**src/rtl/csr_access_controller_if.sv**
```systemverilog
// Bundle of the execute-stage request/response handshake and the shared CSR bus.
// master: the controller's view (accepts requests, drives the CSR bus strobes).
// slave:  the environment's view (execute stage plus the OR-combined responders).
interface csr_access_controller_if;
  // execute stage request
  logic        requestValid;
  logic        requestReady;
  logic [2:0]  requestOp;
  logic [11:0] requestAddress;
  logic [31:0] requestRs1Data;
  logic [4:0]  requestZimm;
  // execute stage response
  logic        responseValid;
  logic        responseReady;
  logic [31:0] responseData;
  logic        responseIllegal;
  // CSR register bus
  logic        csrReadEnable;
  logic [11:0] csrReadAddress;
  logic [31:0] csrReadData;
  logic        csrRequestOutput;
  logic        csrWriteEnable;
  logic [11:0] csrWriteAddress;
  logic [31:0] csrWriteData;

  modport master (
    input  requestValid, requestOp, requestAddress, requestRs1Data, requestZimm,
    input  responseReady, csrReadData, csrRequestOutput,
    output requestReady, responseValid, responseData, responseIllegal,
    output csrReadEnable, csrReadAddress, csrWriteEnable, csrWriteAddress, csrWriteData
  );

  modport slave (
    output requestValid, requestOp, requestAddress, requestRs1Data, requestZimm,
    output responseReady, csrReadData, csrRequestOutput,
    input  requestReady, responseValid, responseData, responseIllegal,
    input  csrReadEnable, csrReadAddress, csrWriteEnable, csrWriteAddress, csrWriteData
  );
endinterface

```
**src/rtl/csr_access_controller.sv**
```systemverilog
// Zicsr initiator: runs one CSRRW/S/C(I) read-modify-write per request on the shared CSR bus.
// Latency accept->responseValid: 1 (bad funct3), 2 (no write / illegal after read), 3 (with write).
// One instruction in flight; requestReady only in IDLE, response held until responseReady.
// Ports: clk, rst (async active-low), bus (master modport: request/response handshake + CSR bus).
module csr_access_controller #(
  parameter bit READONLY_CHECK = 1'b1
) (
  input logic                     clk,
  input logic                     rst,
  csr_access_controller_if.master bus
);

  typedef enum logic [1:0] {IDLE, READ, WRITE, RESPOND} state_t;

  state_t      state_q, state_d;
  logic [1:0]  op_q, op_d;            // funct3[1:0]: 01 RW, 10 RS, 11 RC
  logic [11:0] addr_q, addr_d;
  logic [31:0] operand_q, operand_d;
  logic [31:0] old_q, old_d;
  logic        nowrite_q, nowrite_d;
  logic        illegal_q, illegal_d;

  logic [31:0] req_operand;
  logic [31:0] new_value;

  // Immediate forms take the zero-extended zimm instead of rs1.
  assign req_operand = bus.requestOp[2] ? {27'b0, bus.requestZimm} : bus.requestRs1Data;

  always_comb begin
    new_value = operand_q;
    case (op_q)
      2'b10:   new_value = old_q | operand_q;
      2'b11:   new_value = old_q & ~operand_q;
      default: new_value = operand_q;
    endcase
  end

  always_comb begin
    state_d   = state_q;
    op_d      = op_q;
    addr_d    = addr_q;
    operand_d = operand_q;
    old_d     = old_q;
    nowrite_d = nowrite_q;
    illegal_d = illegal_q;

    bus.requestReady    = 1'b0;
    bus.responseValid   = 1'b0;
    bus.responseData    = 32'h0;
    bus.responseIllegal = 1'b0;
    bus.csrReadEnable   = 1'b0;
    bus.csrReadAddress  = 12'h0;
    bus.csrWriteEnable  = 1'b0;
    bus.csrWriteAddress = 12'h0;
    bus.csrWriteData    = 32'h0;

    case (state_q)
      IDLE: begin
        // Gated by rst so every output is low while reset is held.
        bus.requestReady = rst;
        if (bus.requestValid) begin
          op_d      = bus.requestOp[1:0];
          addr_d    = bus.requestAddress;
          operand_d = req_operand;
          old_d     = 32'h0;
          // Set/clear with a zero operand leaves the CSR untouched; RW always writes.
          nowrite_d = (bus.requestOp[1:0] != 2'b01) && (req_operand == 32'h0);
          if (bus.requestOp[1:0] == 2'b00) begin
            illegal_d = 1'b1;
            state_d   = RESPOND;
          end else begin
            illegal_d = 1'b0;
            state_d   = READ;
          end
        end
      end

      READ: begin
        bus.csrReadEnable  = 1'b1;
        bus.csrReadAddress = addr_q;
        old_d              = bus.csrReadData;
        if (!bus.csrRequestOutput) begin
          illegal_d = 1'b1;
          state_d   = RESPOND;
        end else if (nowrite_q) begin
          state_d   = RESPOND;
        end else if (READONLY_CHECK && (addr_q[11:10] == 2'b11)) begin
          illegal_d = 1'b1;
          state_d   = RESPOND;
        end else begin
          state_d   = WRITE;
        end
      end

      WRITE: begin
        bus.csrWriteEnable  = 1'b1;
        bus.csrWriteAddress = addr_q;
        bus.csrWriteData    = new_value;
        state_d             = RESPOND;
      end

      RESPOND: begin
        bus.responseValid   = 1'b1;
        bus.responseData    = illegal_q ? 32'h0 : old_q;
        bus.responseIllegal = illegal_q;
        if (bus.responseReady) state_d = IDLE;
      end

      default: state_d = IDLE;
    endcase
  end

  always_ff @(posedge clk or negedge rst) begin
    if (!rst) begin
      state_q   <= IDLE;
      op_q      <= 2'b00;
      addr_q    <= 12'h0;
      operand_q <= 32'h0;
      old_q     <= 32'h0;
      nowrite_q <= 1'b0;
      illegal_q <= 1'b0;
    end else begin
      state_q   <= state_d;
      op_q      <= op_d;
      addr_q    <= addr_d;
      operand_q <= operand_d;
      old_q     <= old_d;
      nowrite_q <= nowrite_d;
      illegal_q <= illegal_d;
    end
  end

endmodule

```
**src/flat_wrapper.sv**
```systemverilog
// flat-port wrapper written by rule: the top's interface ports become plain ports
module csr_access_controller_flat 
#(
  parameter bit READONLY_CHECK = 1'b1
)
  (clk, rst, bus_requestValid, bus_requestOp, bus_requestAddress, bus_requestRs1Data, bus_requestZimm, bus_responseReady, bus_csrReadData, bus_csrRequestOutput, bus_requestReady, bus_responseValid, bus_responseData, bus_responseIllegal, bus_csrReadEnable, bus_csrReadAddress, bus_csrWriteEnable, bus_csrWriteAddress, bus_csrWriteData);
  csr_access_controller_if bus_i ();
  input logic clk;
  input logic rst;
  input wire logic [$bits(bus_i.requestValid)-1:0] bus_requestValid;
  input wire logic [$bits(bus_i.requestOp)-1:0] bus_requestOp;
  input wire logic [$bits(bus_i.requestAddress)-1:0] bus_requestAddress;
  input wire logic [$bits(bus_i.requestRs1Data)-1:0] bus_requestRs1Data;
  input wire logic [$bits(bus_i.requestZimm)-1:0] bus_requestZimm;
  input wire logic [$bits(bus_i.responseReady)-1:0] bus_responseReady;
  input wire logic [$bits(bus_i.csrReadData)-1:0] bus_csrReadData;
  input wire logic [$bits(bus_i.csrRequestOutput)-1:0] bus_csrRequestOutput;
  output wire logic [$bits(bus_i.requestReady)-1:0] bus_requestReady;
  output wire logic [$bits(bus_i.responseValid)-1:0] bus_responseValid;
  output wire logic [$bits(bus_i.responseData)-1:0] bus_responseData;
  output wire logic [$bits(bus_i.responseIllegal)-1:0] bus_responseIllegal;
  output wire logic [$bits(bus_i.csrReadEnable)-1:0] bus_csrReadEnable;
  output wire logic [$bits(bus_i.csrReadAddress)-1:0] bus_csrReadAddress;
  output wire logic [$bits(bus_i.csrWriteEnable)-1:0] bus_csrWriteEnable;
  output wire logic [$bits(bus_i.csrWriteAddress)-1:0] bus_csrWriteAddress;
  output wire logic [$bits(bus_i.csrWriteData)-1:0] bus_csrWriteData;
  assign bus_i.requestValid = bus_requestValid;
  assign bus_i.requestOp = bus_requestOp;
  assign bus_i.requestAddress = bus_requestAddress;
  assign bus_i.requestRs1Data = bus_requestRs1Data;
  assign bus_i.requestZimm = bus_requestZimm;
  assign bus_i.responseReady = bus_responseReady;
  assign bus_i.csrReadData = bus_csrReadData;
  assign bus_i.csrRequestOutput = bus_csrRequestOutput;
  assign bus_requestReady = bus_i.requestReady;
  assign bus_responseValid = bus_i.responseValid;
  assign bus_responseData = bus_i.responseData;
  assign bus_responseIllegal = bus_i.responseIllegal;
  assign bus_csrReadEnable = bus_i.csrReadEnable;
  assign bus_csrReadAddress = bus_i.csrReadAddress;
  assign bus_csrWriteEnable = bus_i.csrWriteEnable;
  assign bus_csrWriteAddress = bus_i.csrWriteAddress;
  assign bus_csrWriteData = bus_i.csrWriteData;
  csr_access_controller #(.READONLY_CHECK(READONLY_CHECK)) u_core (.clk(clk), .rst(rst), .bus(bus_i));
endmodule
```
**config.mk**
```make
export PLATFORM = sky130hd
export DESIGN_NAME = csr_access_controller_flat
export DESIGN_NICKNAME = d
export VERILOG_FILES = /design/src/rtl/csr_access_controller_if.sv /design/src/rtl/csr_access_controller.sv /design/src/flat_wrapper.sv
export SDC_FILE = /design/constraint.sdc
export NUM_CORES = 1
export LEC_CHECK = 0
export CORE_MARGIN = 2
export CORE_UTILIZATION = 44
export DETAILED_ROUTE_END_ITERATION = 7
export PLACE_DENSITY = 0.81
export SLEW_MARGIN = 0
export SYNTH_ARGS = -nofsm -noshare
export SYNTH_HDL_FRONTEND = slang
export SYNTH_SLANG_ARGS = --single-unit
```
**constraint.sdc**
```tcl
create_clock -name clk -period 2 [get_ports clk]
set_clock_uncertainty 0.05 [all_clocks]
set_input_delay 0.4 -clock clk [delete_from_list [all_inputs] [get_ports clk]]
set_output_delay 0.4 -clock clk [all_outputs]
set_load 0.005 [all_outputs]
```
; Yosys cells after proc, flatten, opt, wreduce, memory -nomap -nowiden
; Cells that the tools add are included.
[totals]
in_bits = 89
out_inout_bits = 93
wordCells = 57
reg_bits = 82
[op_classes]
n_eq_ne = 11
reduce_logical = 9
mux = 27
bitwise_logic = 3
[ops]
columns = op, n
row1 = $mux 32, 5
row2 = $pmux 32 s2, 2
row3 = $and 32x32->32, 1
row4 = $logic_not 32->1, 1
row5 = $not 32->32, 1
row6 = $or 32x32->32, 1
row7 = $mux 12, 2
row8 = $mux 1, 11
row9 = $eq 2x2->1 const B, 5
row10 = $mux 2, 5
row11 = $pmux 2 s4, 1
row12 = $reduce_and 2->1, 3
row13 = $logic_not 2->1, 2
row14 = $ne 2x2->1 const B, 2
row15 = $reduce_and 4->1, 1
row16 = $ne 3x2->1 const B, 1
row17 = $ne 3x3->1 const B, 1
row18 = $eq 2x1->1 const B, 1
row19 = $ne 2x1->1 const B, 1
row20 = $pmux 1 s2, 1
row21 = $reduce_bool 2->1, 1
row22 = $logic_and 1x1->1, 1

; Longest topological paths before layout
[depth]
ltp_word = 5
mapped_depth = 7
mapped_depth_nobuf = 6

; Worst setup path before layout
; OpenSTA, ideal clock, no wires.
[synth_path]
path_kind = register -> register
start = register u_core.state_q[0]
end = register u_core.addr_q[0]
setup_time_ns = 0.128
synth_period_minus_slack_ns = 1.652
arrival_ns = 1.474
setup_slack_ns = 0.348
path_buffers = 2
stages_incl_launch_ff = 7
path_cell_list = dfrtp_1 inv_1 ha_1 nand2_1 buf_2 buf_2 mux2_1
[synth_via]
elab_chain_cells = 2
[synth_lines]
columns = element, line_no
row1 = start: declaration, csr_access_controller.sv:15  ; state_t state_q, state_d;
row2 = start signal: assignment, csr_access_controller.sv:123  ; state_q <= state_d;
row3 = $logic_not 2->1, csr_access_controller.sv:57  ; case (state_q)
row4 = $reduce_and 2->1 (no line), -
row5 = end signal: assignment, csr_access_controller.sv:125  ; addr_q <= addr_d;
row6 = end: declaration, csr_access_controller.sv:17  ; logic [11:0] addr_q, addr_d;
; No other way between the ends.
; A chain may end at the register's enable or synchronous reset.

; Worst setup path in the final report
[layout_path]
start = register u_core.state_q[0]
end = output port bus_responseData[9]
[layout_via]
elab_chain_cells = 2
[layout_lines]
columns = element, line_no
row1 = $eq 2x2->1, csr_access_controller.sv:57
row2 = $mux 32, csr_access_controller.sv:57
row3 = end: declaration, flat_wrapper.sv:20  ; output wire logic [$bits(bus_i.responseData)-1:0] bus_responseData;
; No other way between the ends.

==> results by group <==
Global route
  • Initial antenna violation count: 1
  • Largest net degree at the start of global routing: between 80 and 90
  • Grt total ovfl: 0
  • Global-route wire length before repair: 23,400 um
  • Vias in the first global route: ~4,400
  • Total global-route track usage: between 20% and 30%

Detailed routing
  • DR vias: 4,419
  • Vias/cell: between 5 and 6
  • Routed Antenna Nets: 0
  • Avg WL per Cell: around 18 um
  • DRT met1 WL: 6370 um
  • 1st-iter DRT viols: around 180
  • Met3 wire length: slightly below 900 um
  • Top routing layer used: met4
  • Pre-antenna DRT Iters: 7
  • Final wirelength: approximately 16,000 um
  • Met2 wire length: 8040 um
  • DRC viols: 0

Clock tree
  • H-tree Lvls: 3
  • CTS buffer count: 9
  • Sink Count: a little over 80
  • Hold_buf cts: 0
  • Clock root buffer: clkbuf_8
  • Clock Path Buffers: 2
  • TritonCTS clock tree: done
  • Clk pin slew, worst setup/hold paths: roughly 0.09 ns
  • Clock network latency to the later pin of the worst-skew pair: between 0.3 and 0.4 ns

Die
  • IO Pins: 182
  • Die width: ~100 um
  • Die height: 104 um
  • Row Count: 36
  • Die area: roughly 0.011 mm2
  • Initial Util: 45.2%
  • Core area: around 0.01 mm2

Cells and area
  • Proportion of layout cells with a drive suffix above 1: 36.3%
  • Post-route insts no fill: about 850
  • Layout Nets: between 800 and 900
  • Area Growth Syn to Fin: 69.0%
  • Fillers: about 700
  • Final Util: 76.3%

Power
  • Leak Pwr: 3.48 nW
  • P_sw: 3.62 mW
  • PwrDens: around 1300 mW/mm2
  • Seq pwr share: between 30% and 40%
  • Gate power share: about 57%
  • Peak supply drop: about 0.84 mV
  • Switching share of power: between 30 and 40%
  • Clock Power Share: ~12%
  • Internal power: 5.91 mW

Synthesis
  • Main synth FF type: dfrtp_1
  • Main area contributors after synthesis: dfrtp_1 (46%), and2_1 (13%), nand2_1 (8.8%), a22o_1 (6.3%), o21ai_1 (4.8%)
  • Synth Cell Area: 0.00442 mm2
  • Top cells by count, synth: nand2_1 (103), and2_1 (91), dfrtp_1 (82)
  • Post-synthesis sequential area ratio: between 40% and 50%
  • Syn. warnings: 0
  • Post-synth top area share: a little under half
  • Cell count after synthesis: roughly 490
  • Post-synth EDFFs: 0
  • Post-synthesis async set-or-reset flop share: 100%
  • Most frequent cell after synthesis: nand2_1
  • Yosys top cell by area: dfrtp_1
  • Distinct cells, synth: 28
  • FF+latch count, synth: 82
  • Mean Syn Cell Area: between 8 and 9 um2
  • Mapped Nets: between 500 and 600

Worst setup path
  • Crit start category: flip-flop
  • Critical path type: flip-flop to output port
  • Crit path arrival time: 1.82 ns
  • CP Data Required Time: 1.55 ns
  • Critical path fanouts, max: 4
  • Crit end category: output port

Timing
  • Setup TNS Final: -11.74 ns
  • Slew @ Worst Pin: about 1.0 ns
  • Final hold vios: 0
  • Peak Freq: roughly 0.44 GHz
  • RSZ-0062 raised after global routing: yes
  • Hold_ws: 0.282 ns
  • Period utilization: 113%
  • Rel. slew slack: 30.7%
  • PnR worst setup slack: -0.266 ns
  • Fin crit period: ~2.3 ns
  • Finish-stage setup viols: between 80 and 90
  • Fin. max-slew vios: 0

Place
  • DP HPWL: 9670 um
  • Final GP Congestion: just over 0.8
  • Placed Instances: between 700 and 800
  • Port bufs: about 180
  • Place WS: -0.169 ns

Status
  • Failing checks: negative setup slack
  • Status: complete, but fails checks

Worst hold path
  • Hold Crit Class: input port to async pin

Run
  • Max-Cap Viols: 0
-- sequential cells by signal (all words and copies together) (netlist names) --
| name | count |
|---|---|
| u_core.old_q | 32 |
| u_core.operand_q | 32 |
| u_core.addr_q | 12 |
| u_core.op_q | 2 |
| u_core.state_q | 2 |
| u_core.illegal_q | 1 |
| u_core.nowrite_q | 1 |
-- cell usage in the layout, fill, tap and decap left out, types with 7 or more instances in the layout --
cell type / netlist / routed
buf_2: 12 / 10
nand2b_1: 28 / 28
and2_4: 0 / 76
buf_6: 1 / 85
o21ai_1: 42 / 42
nor4_1: 7 / 7
o21ai_0: 25 / 25
and2_1: 91 / 15
nand2_1: 103 / 101
clkdlybuf4s50_1: 0 / 87
clkbuf_2: 0 / 18
dfrtp_1: 82 / 82
mux2_1: 13 / 13
buf_12: 0 / 9
clkbuf_8: 0 / 11
buf_4: 0 / 22
a22o_1: 32 / 32
-- worst max-delay path, cell delays in order, from the launching register on --
cell and delay [ns]:
dfrtp_1 0.43, ha_4 0.19, inv_4 0.06, nor2_4 0.04
buf_6 0.13, buf_6 0.12, buf_6 0.12, buf_6 0.11
and2_4 0.14, buf_6 0.11
-- power groups by stage --
stage | combinational [mW] | sequential [mW] | clock (mW)
2_1_floorplan | 2.13 | 2.73 | 0
3_3_place_gp | 3.75 | 2.87 | 0
3_5_place_dp | 3.91 | 2.92 | 0
4_1_cts | 4.53 | 2.89 | 1.17
5_1_grt | 5.77 | 3.03 | 1.23
6_report | 5.40 | 2.96 | 1.16
-- stage by stage --
step	area, um2	power, mW
4_1_cts	7030	8.59
6_report	7460	9.52
2_1_floorplan	4420	4.87
3_5_place_dp	6480	6.83
5_1_grt	7460	10.0
3_3_place_gp	6480	6.62
-- layout make-up --
class                           instances  area [um2]  area share, %
Clock inverter                          5        38.8          0.520
Antenna cell                            1        2.50         0.0335
Clock buffer                           11         151           2.03
Tap cell                              133         166           2.23
Sequential cell                        82        2050           27.5
Timing Repair Buffer                  244        2570           34.5
Inverter                                6        27.5          0.369
Multi-Input combinational cell        371        2450           32.9
-- repair_timing --
action                                 CTS  global route
endpoints found under the hold margin    0             0
cloned                                   8             2
setup endpoints to repair               98           135
pin swaps                               16             7
resized for setup                      339           206
setup buffers                           27            12
-- metal layers --
metal  global-route usage [%]  vias up
met4                     8.88        0
met3                     5.70       30
met5                        0        -
met1                     34.2     2118
li1                         -     2099
met2                     47.9      172
-- cell families (layout without fill, tap and decap cells) --
| family | count (synthesis) | after routing | synth area share (%) |
|---|---|---|---|
| AOI/OAI and AO/OA | 108 | 108 | 15.5 |
| adders and majority gates | 5 | 5 | 1.42 |
| buffers and inverters | 41 | 266 | 4.00 |
| DFF | 82 | 82 | 46.5 |
| muxes | 19 | 19 | 4.68 |
| other | 0 | 1 | 0 |
| and+or+nand+nor | 239 | 239 | 27.9 |
-- path summary, 6_finish.rpt --
check                             startpoint              endpoint  slack, ns  depth (start not counted)
setup / recovery           u_core.state_q[0]   bus_responseData[9]      -0.27                          9
hold / removal                           rst      u_core.nowrite_q       0.28                          2
setup reg to reg           u_core.state_q[0]       u_core.old_q[5]       0.04                          9
hold reg to reg             u_core.nowrite_q      u_core.nowrite_q       0.44                          2
max in group asynchronous                rst  u_core.operand_q[11]       0.96                          2
min in group clk            u_core.nowrite_q      u_core.nowrite_q       0.44                          2
No activity file was read; power rests on OpenSTA's default activity.
